===== src/rtl/dafx_amplitude_monitor.sv =====
// rtl/dafx_amplitude_monitor.sv - DAFX ADC/DAC signed min/max tracker with sticky clip interrupts
module dafx_amplitude_monitor #(
   parameter int AUDIO_WIDTH_C    = 24,
   parameter int CLIP_LEVEL_C     = 2**23 - 2**19,
   parameter int CLIP_CNT_WIDTH_C = 16
) (
   input  logic                        clk,
   input  logic                        rst,
   input  logic                        adc_valid,
   input  logic [AUDIO_WIDTH_C-1:0]    adc_left,
   input  logic [AUDIO_WIDTH_C-1:0]    adc_right,
   input  logic                        dac_valid,
   input  logic [AUDIO_WIDTH_C-1:0]    dac_left,
   input  logic [AUDIO_WIDTH_C-1:0]    dac_right,
   input  logic                        cmd_clear_amplitude,
   input  logic                        cmd_clear_irq_0,
   input  logic                        cmd_clear_irq_1,
   output logic [AUDIO_WIDTH_C-1:0]    sr_cir_min_adc_amplitude,
   output logic [AUDIO_WIDTH_C-1:0]    sr_cir_max_adc_amplitude,
   output logic [AUDIO_WIDTH_C-1:0]    sr_cir_min_dac_amplitude,
   output logic [AUDIO_WIDTH_C-1:0]    sr_cir_max_dac_amplitude,
   output logic                        irq_0,
   output logic                        irq_1,
   output logic [CLIP_CNT_WIDTH_C-1:0] adc_clip_count,
   output logic [CLIP_CNT_WIDTH_C-1:0] dac_clip_count
);

   localparam int W = AUDIO_WIDTH_C;
   localparam int C = CLIP_CNT_WIDTH_C;

   // Threshold widened by one bit so it compares against the widened magnitude.
   localparam logic [W:0] CLIP_LEVEL_W = (W+1)'(CLIP_LEVEL_C);

   typedef enum logic {
      ST_EMPTY    = 1'b0,
      ST_TRACKING = 1'b1
   } track_state_t;

   function automatic logic [W-1:0] smin(input logic [W-1:0] a, input logic [W-1:0] b);
      return ($signed(a) < $signed(b)) ? a : b;
   endfunction

   function automatic logic [W-1:0] smax(input logic [W-1:0] a, input logic [W-1:0] b);
      return ($signed(a) > $signed(b)) ? a : b;
   endfunction

   // Magnitude is taken one bit wider so the most negative code yields 2**(W-1) and clips.
   function automatic logic is_clip(input logic [W-1:0] x);
      logic [W:0] ext;
      logic [W:0] mag;
      ext = {x[W-1], x};
      mag = ext[W] ? -ext : ext;
      return mag >= CLIP_LEVEL_W;
   endfunction

   // Index 0 is the ADC path, index 1 the DAC path.
   logic         path_valid [2];
   logic [W-1:0] path_left  [2];
   logic [W-1:0] path_right [2];
   logic         path_clr_irq [2];

   assign path_valid[0]   = adc_valid;
   assign path_left[0]    = adc_left;
   assign path_right[0]   = adc_right;
   assign path_clr_irq[0] = cmd_clear_irq_0;
   assign path_valid[1]   = dac_valid;
   assign path_left[1]    = dac_left;
   assign path_right[1]   = dac_right;
   assign path_clr_irq[1] = cmd_clear_irq_1;

   for (genvar p = 0; p < 2; p++) begin : path_g
      track_state_t state_q, state_d;
      logic [W-1:0] min_q, min_d;
      logic [W-1:0] max_q, max_d;
      logic         irq_q, irq_d;
      logic [C-1:0] cnt_q, cnt_d;

      // Next-state for min/max tracking; a clear forces EMPTY so a same-cycle sample starts afresh.
      always_comb begin
         track_state_t eff_state;
         logic [W-1:0] pair_min;
         logic [W-1:0] pair_max;
         state_d   = state_q;
         min_d     = min_q;
         max_d     = max_q;
         eff_state = state_q;
         pair_min  = smin(path_left[p], path_right[p]);
         pair_max  = smax(path_left[p], path_right[p]);
         if (cmd_clear_amplitude) begin
            state_d   = ST_EMPTY;
            eff_state = ST_EMPTY;
            min_d     = '0;
            max_d     = '0;
         end
         if (path_valid[p]) begin
            state_d = ST_TRACKING;
            if (eff_state == ST_EMPTY) begin
               min_d = pair_min;
               max_d = pair_max;
            end else begin
               min_d = smin(min_q, pair_min);
               max_d = smax(max_q, pair_max);
            end
         end
      end

      // Sticky clip interrupt and saturating counter; a clip in the clear cycle wins over the clear.
      always_comb begin
         irq_d = irq_q;
         cnt_d = cnt_q;
         if (path_clr_irq[p]) begin
            irq_d = 1'b0;
            cnt_d = '0;
         end
         if (path_valid[p] && (is_clip(path_left[p]) || is_clip(path_right[p]))) begin
            irq_d = 1'b1;
            if (cnt_d != {C{1'b1}}) begin
               cnt_d = cnt_d + C'(1);
            end
         end
      end

      // State register; reset drops any sample presented in the same cycle.
      always_ff @(posedge clk) begin
         if (rst) begin
            state_q <= ST_EMPTY;
            min_q   <= '0;
            max_q   <= '0;
            irq_q   <= 1'b0;
            cnt_q   <= '0;
         end else begin
            state_q <= state_d;
            min_q   <= min_d;
            max_q   <= max_d;
            irq_q   <= irq_d;
            cnt_q   <= cnt_d;
         end
      end
   end

   assign sr_cir_min_adc_amplitude = path_g[0].min_q;
   assign sr_cir_max_adc_amplitude = path_g[0].max_q;
   assign sr_cir_min_dac_amplitude = path_g[1].min_q;
   assign sr_cir_max_dac_amplitude = path_g[1].max_q;
   assign irq_0                    = path_g[0].irq_q;
   assign irq_1                    = path_g[1].irq_q;
   assign adc_clip_count           = path_g[0].cnt_q;
   assign dac_clip_count           = path_g[1].cnt_q;

endmodule

===== config.mk =====
export PLATFORM = sky130hd
export DESIGN_NAME = dafx_amplitude_monitor
export DESIGN_NICKNAME = d
export VERILOG_FILES = /design/src/rtl/dafx_amplitude_monitor.sv
export SDC_FILE = /design/constraint.sdc
export NUM_CORES = 1
export LEC_CHECK = 0
export CORE_MARGIN = 1.5
export CORE_UTILIZATION = 49
export DETAILED_ROUTE_END_ITERATION = 8
export PLACE_DENSITY = 0.79
export SLEW_MARGIN = 10
export SYNTH_ARGS = -nofsm -noshare
export SYNTH_HDL_FRONTEND = slang
export SYNTH_SLANG_ARGS = --single-unit

===== constraint.sdc =====
create_clock -name clk -period 8.19 [get_ports clk]
set_input_delay 2.0475 -clock clk [delete_from_list [all_inputs] [get_ports clk]]
set_output_delay 2.0475 -clock clk [all_outputs]
set_load 0.005 [all_outputs]

==> out/results.tsv, run 1 <==
metric	value	unit
Clock power frac	36.5	%
Final min period	7440	ps
Layout area overhead	33.4	%
Switching Power	0.000747	W
die height	144	um
initial antenna violation count	0	
Die Footprint	0.0207	sq mm
Antenna Nets Post-Route	0	
area share of the largest cell type after synthesis	27.2	%
RSZ-0062 raised after global routing	no	
TritonCTS clock tree	done	
Final #Nets	1615	
drt drc	0	
Arr. time, crit path	7780	ps
maxcap violations	0	
number of fill cells in the layout	1592	
Synth area leaders	dfxtp_1 27%, ha_1 19%, o2bb2ai_1 6.5%	
postcts setup bufs	0	
Sw Share	32.7	%
reg-to-reg critical path endpoint	sr_cir_max_dac_amplitude[2]	
largest family of logic cells by synthesized area	compound AO/OA/AOI/OAI gates	
first drt pass iteration count	5	
Worst Hold Path Cells	2	
I/O Pins	233	
core area	0.0195	sq mm
ys flop type	dfxtp_1	
worst min path class	flop to flop	
first-pass GRT wire length	48.2	mm
Netlist cell types	63	
endpoints failing setup	0	
fmax	134	MHz
Period Utilization, post-route	90.8	%
cell depth of the worst flop-to-flop path	11	
CP startpoint kind	input port	
total grt overflow	0	
Resized Gates After CTS	0	
Compound-Gate Fraction of Synth Area	22.5	%
share of cells above drive strength 1	4.94	%
H-tree depth	4	
final core occ	66.7	%
ANT cells	0	
Hold Path Sink	irq_0	
Post-synth EDFFs	0	
largest net degree at the start of global routing	47	
clock skew	8.52	ps
Peak VDD IR	0.152	mV
placer congestion estimate	0.972	
Cell Rows	51	
Mapped Area	0.00972	sq mm
Simple-Gate Fraction of Synth Area	18.3	%
Tot GR Track Use	29.7	%
Reg2Reg Setup Slack	5300	ps
leakage	5.53	nW
count leader, synth	ha_1	
Syn Area/Cell	8.52	sq um
outcome	finished, final reports clean	
Post-synth ARST share	0	%
Synth area leader	dfxtp_1	
hold buffers post-CTS	0	
number of CTS-inserted buffers	17	
Power Internal	0.00154	W
CTS clk-pin slew, worst paths	60	ps
chip width	144	um
Flop pwr share	32.0	%
sum of negative setup slack	0	ps
Pwr Density	176	mW/mm^2
CTS sink cnt	132	
xor/xnor share of the synthesized area	1.80	%
Synth Register Bits	132	
# port buffers	232	
Req. time, crit path	8530	ps
clock root cell	clkbuf_16	
worst r2r src	sr_cir_max_dac_amplitude[10]	
Mapped Cells	1141	
crit path kind	input port to flop	
vias in the first global route	9345	
worst-case clock buffer depth	2	
Initial Util	50.0	%
Synth Net Count	1392	
final-report hold violation count	0	
DP HPWL	24.0	mm
WL final	30.3	mm
CP endpoint kind	flop	
drt wl/cell	18.5	um
initial DRC count	601	
total number of vias	9701	
yosys warns	0	
slew margin rel.	19.9	%
post-synthesis sequential area ratio	27.2	%
Slew Limit Fails	0	
PnR worst setup slack	752	ps
Hold Startpoint	irq_0	
Comb pwr share	31.5	%
post-synthesis mux area share	5.70	%
clk_lat worst skew	420	ps
DR vias/cell	5.91	
Synth top cells by count	148 x ha_1, 132 x dfxtp_1, 101 x nor2_1	
Slew @ Worst Pin	1200	ps
Adder-Cell Fraction of Synth Area	19.0	%
pre-CTS setup slack	401	ps
crit path max fanout	17	
## critical path, cell delays in order
cell and delay [ps]:
clkdlybuf4s50_1 540, inv_1 100, ha_1 450, nand4_1 210, nor4_1 410, nand2_1 150
o2bb2ai_1 270, nor2_1 140, xnor2_2 170, o21bai_2 470, mux2i_1 340, ha_1 290
a21o_1 180, a21o_1 170, a221o_1 280, a31oi_1 170, o211ai_1 110, or2_2 280
o211ai_1 300, nand2_1 250, buf_4 270, o2bb2ai_1 160
## cells in the final DEF (no fill, tap or decap), types with 8 or more instances in the layout
cell type	count
ha_1	148
o22ai_1	25
buf_4	12
a21oi_1	92
clkdlybuf4s50_1	232
nor4_1	19
o211ai_1	9
nor3_1	17
nand4_1	46
o21a_1	8
inv_1	93
nor2b_1	19
clkbuf_16	17
dfxtp_1	132
a21o_1	37
o2bb2ai_1	72
o21ai_0	16
xor2_1	9
and3_1	10
nand3_1	32
or3_1	10
nand2_1	47
a31oi_1	8
nor2_1	100
mux2i_1	52
xnor2_1	10
## logic make-up (layout without fill, tap and decap cells)
kind of cell,Yosys count,count (layout)
AOI/OAI and AO/OA,314,314
xor gates and xnor gates,20,20
adders and majority gates,148,148
buffers and inverters,135,371
DFF,132,132
muxes,55,55
and+or+nand+nor,337,337
## stage by stage
stage               power (W)  cells  hold slack (ps)  area [sq um]
CTS                   0.00229   1642              463         13000
floorplan             0.00115   1141              453          9720
detailed placement    0.00145   1610              454         12300
global route          0.00241   1642              495         13000
global placement      0.00144   1610              445         12300
finish                0.00228   1642              464         13000
## worst max path at each step
stage / start / to / slack [ps] / cells past startpoint
2_1_floorplan: dac_right[2] / sr_cir_max_dac_amplitude[10] / 1600 / 23
3_3_place_gp: dac_right[2] / sr_cir_max_dac_amplitude[5] / 580 / 22
3_5_place_dp: dac_right[23] / sr_cir_max_dac_amplitude[2] / 400 / 22
4_1_cts: dac_right[23] / sr_cir_max_dac_amplitude[1] / 820 / 22
5_1_grt: dac_right[23] / sr_cir_max_dac_amplitude[8] / 310 / 22
6_report: dac_right[23] / sr_cir_max_dac_amplitude[2] / 750 / 22
## per-layer routing
layer  share of wire [%]  GRT usage (%)  routed length, um  vias to the layer above
met2                  47           48.7              14200                      378
met5                   0              0                  0                        -
met1                  43           38.3              13000                     4527
met4                 3.3           11.9                996                        0
met3                 7.1           5.56               2150                       70
li1                    -              -                  -                     4726
## power by group through the flow
| stage | combinational (W) | clock (W) | sequential, W |
|---|---|---|---|
| 2_1_floorplan | 0.000415 | 0 | 0.000739 |
| 5_1_grt | 0.000796 | 0.000873 | 0.000737 |
| 3_5_place_dp | 0.000708 | 0 | 0.000744 |
| 3_3_place_gp | 0.000691 | 0 | 0.000744 |
| 4_1_cts | 0.000715 | 0.000841 | 0.000731 |
| 6_report | 0.000719 | 0.000834 | 0.000732 |
## registers in the layout, summed over array words and instances (netlist names)
| signal | flops |
|---|---|
| sr_cir_max_dac_amplitude | 24 |
| irq_1 | 1 |
| adc_clip_count | 16 |
| path_g.state_q | 2 |
| sr_cir_min_adc_amplitude | 24 |
| irq_0 | 1 |
| sr_cir_min_dac_amplitude | 24 |
| sr_cir_max_adc_amplitude | 24 |
| dac_clip_count | 16 |
## cell type report
class	instances	area, sq um	share of cell area, %
well taps	265	332	2.56
inverters	94	353	2.72
clock inverters	14	200	1.54
multi-input cells	874	6590	50.8
repair buffers	245	2430	18.7
flip-flops and latches	132	2640	20.4
clock buffers	18	429	3.31
No activity file was read; power rests on OpenSTA's default activity.
==> inputs of run 2 (changes only) <==
- CTS_BUF_LIST: not set -> sky130_fd_sc_hd__clkbuf_8
- HOLD_SLACK_MARGIN: not set -> 0.05
==> run 2 against run 1 <==
Critical path type unchanged. Core utilization is 0.98 points lower. Sequential cell count stayed put. Register-to-register slack hardly changed. Largest power group is now registers.
==> out/results.tsv, run 2 (synthesis gave the netlist of run 1 again) <==
metric	value	unit	change
outcome	finished, final reports clean		
die height	144	um	unchanged
non-filler cells, final	1642		unchanged
Antenna Nets Post-Route	0		unchanged
Req. time, crit path	8570	ps	+40 ps
clk_lat worst skew	460	ps	+40 ps
maxcap violations	0		unchanged
Initial Util	50.0	%	unchanged
slew margin rel.	19.8	%	-0.15 points
Final #Nets	1615		unchanged
Die Footprint	0.0207	sq mm	unchanged
leakage	5.45	nW	-1.5%
Final min period	7410	ps	-26.0 ps
CP peak stage delay	550	ps	about the same
Slew Limit Fails	0		unchanged
CP endpoint kind	flop		
RSZ-0062 raised after global routing	no		
ANT cells	0		unchanged
TritonCTS clock tree	done		
initial antenna violation count	0		unchanged
total grt overflow	0		unchanged
Peak VDD IR	0.117	mV	-23%
hold buffers post-CTS	0		unchanged
first-pass GRT wire length	47.8	mm	-0.79%
worst-case clock buffer depth	2		unchanged
Cell Area, Placed	0.0123	sq mm	unchanged
first drt pass iteration count	5		unchanged
DR vias/cell	5.90		-0.19%
final instance area	0.0128	sq mm	-1.5%
routed wl met2	14.2	mm	about the same
DP HPWL	24.0	mm	unchanged
fmax	135	MHz	+0.35%
drt wl/cell	18.5	um	about the same
WL final	30.3	mm	about the same
drt drc	0		unchanged
met1 WL	13.3	mm	+2.6%
CP bufs+invs	3		unchanged
Slew @ Worst Pin	1200	ps	+2.22 ps
share of cells above drive strength 1	4.94	%	unchanged
cell count after placement	1610		unchanged
# port buffers	232		unchanged
crit-path cells	clkdlybuf4s50_1, inv_1, ha_1, nand4_1, nor4_1, nand2_1, o2bb2ai_1, nor2_1, xnor2_2, o21bai_2, mux2i_1, ha_1, a21o_1, a21o_1, a221o_1, a31oi_1, o211ai_1, or2_2, o211ai_1, nand2_1, buf_4, o2bb2ai_1		
sum of negative setup slack	0	ps	unchanged
Critical Path Slowest Stage Cell	clkdlybuf4s50_1		
initial DRC count	637		+6.0%
CP startpoint kind	input port		
vias in the first global route	9308		-0.40%
most frequent cells in the layout	232 x clkdlybuf4s50_1, 148 x ha_1, 132 x dfxtp_1		
number of CTS-inserted buffers	17		unchanged
core area	0.0195	sq mm	unchanged
crit-path leading delay family	compound AO/OA/AOI/OAI gates		
endpoints failing setup	0		unchanged
clock skew	12.2	ps	+3.64 ps
crit path kind	input port to flop		
worst hold slack	468	ps	+4.58 ps
final-report hold violation count	0		unchanged
chip width	144	um	unchanged
largest net degree at the start of global routing	47		unchanged
I/O Pins	233		unchanged
H-tree depth	4		unchanged
worst min path class	flop to flop		
most common cell after layout, fill and taps aside	clkdlybuf4s50_1		
Period Utilization, post-route	90.5	%	-0.32 points
CTS clk-pin slew, worst paths	80	ps	+20 ps
Arr. time, crit path	7790	ps	about the same
placer congestion estimate	0.972		unchanged
max layer used	met4		
postcts setup bufs	0		unchanged
Cell Rows	51		unchanged
clock root cell	clkbuf_8		
total number of vias	9683		-0.19%
metal3 WL	1.80	mm	-16%
CTS sink cnt	132		unchanged
crit path max fanout	17		unchanged
Resized Gates After CTS	0		unchanged
Tot GR Track Use	29.5	%	-0.16 points
Layout area overhead	31.5	%	
Pwr Density	163	mW/mm^2	-7.6%
## run 2: changes by cell type in the layout (fill, tap and decap cells not counted)
cell | previous run | this run
inv_1 | 93 | 94
clkbuf_16 | 17 | 0
clkbuf_8 | 0 | 17
clkbuf_1 | 1 | 0
## run 2: path summary, 6_finish.rpt
| path | from | end | slack (ps) | cells after the start |
|---|---|---|---|---|
| setup / recovery | dac_right[23] | sr_cir_max_dac_amplitude[2] | 780 | 22 |
| hold / removal | irq_0 | irq_0 | 470 | 2 |
| setup reg to reg | sr_cir_max_adc_amplitude[17] | sr_cir_max_adc_amplitude[0] | 5300 | 10 |
| hold reg to reg | irq_0 | irq_0 | 470 | 2 |
## run 2: layer usage
metal	GRT usage, %	up-vias
met5	0	-
met1	38.1	4529
met3	5.80	78
met2	48.0	348
met4	12.1	0
li1	-	4728
## run 2: report_power, final
| part | internal [W] | switching [W] | total (W) |
|---|---|---|---|
| Combinational | 0.000334 | 0.000385 | 0.000719 |
| Clock | 0.000335 | 0.000295 | 0.000630 |
| Sequential | 0.000688 | 0.0000433 | 0.000731 |
| Total | 0.00136 | 0.000723 | 0.00208 |
## run 2: cell type report
cell class / count / area, sq um
clock buffers: 17 / 234
clock inverters: 15 / 204
fillers: 1622 / 6680
inverters: 94 / 353
multi-input cells: 874 / 6590
flip-flops and latches: 132 / 2640
well taps: 265 / 332
repair buffers: 245 / 2430
## run 2: worst reg2reg max path, stage by stage, from the launching register on
cell and delay, ps:
dfxtp_1 340, ha_1 320, a21o_1 180, a21o_1 160, a21o_1 180, a21o_1 170
a21o_1 170, a21oi_1 180, and4b_1 310, o22ai_2 410, a32o_1 370
## run 2: metrics by stage
stage               setup slack [ps]  util, %  power [W]
floorplan                       1600        -    0.00115
global placement                 584     63.4    0.00144
CTS                              862     65.7    0.00208
finish                           778     65.7    0.00208
detailed placement               401     63.4    0.00145
global route                     331     65.7    0.00220
==> inputs of run 3 (changes only) <==
--- a/constraint.sdc
+++ b/constraint.sdc
@@ -3,2 +3,2 @@
 set_output_delay 2.0475 -clock clk [all_outputs]
-set_load 0.005 [all_outputs]
+set_load 0.1 [all_outputs]
==> results of run 3 <==
Same layout as run 2 (identical final DEF). Status: finished, final reports clean.
Among the figures that moved: total power 0.00208 W -> 0.00240 W; worst IR drop on VDD 0.117 mV -> 0.124 mV
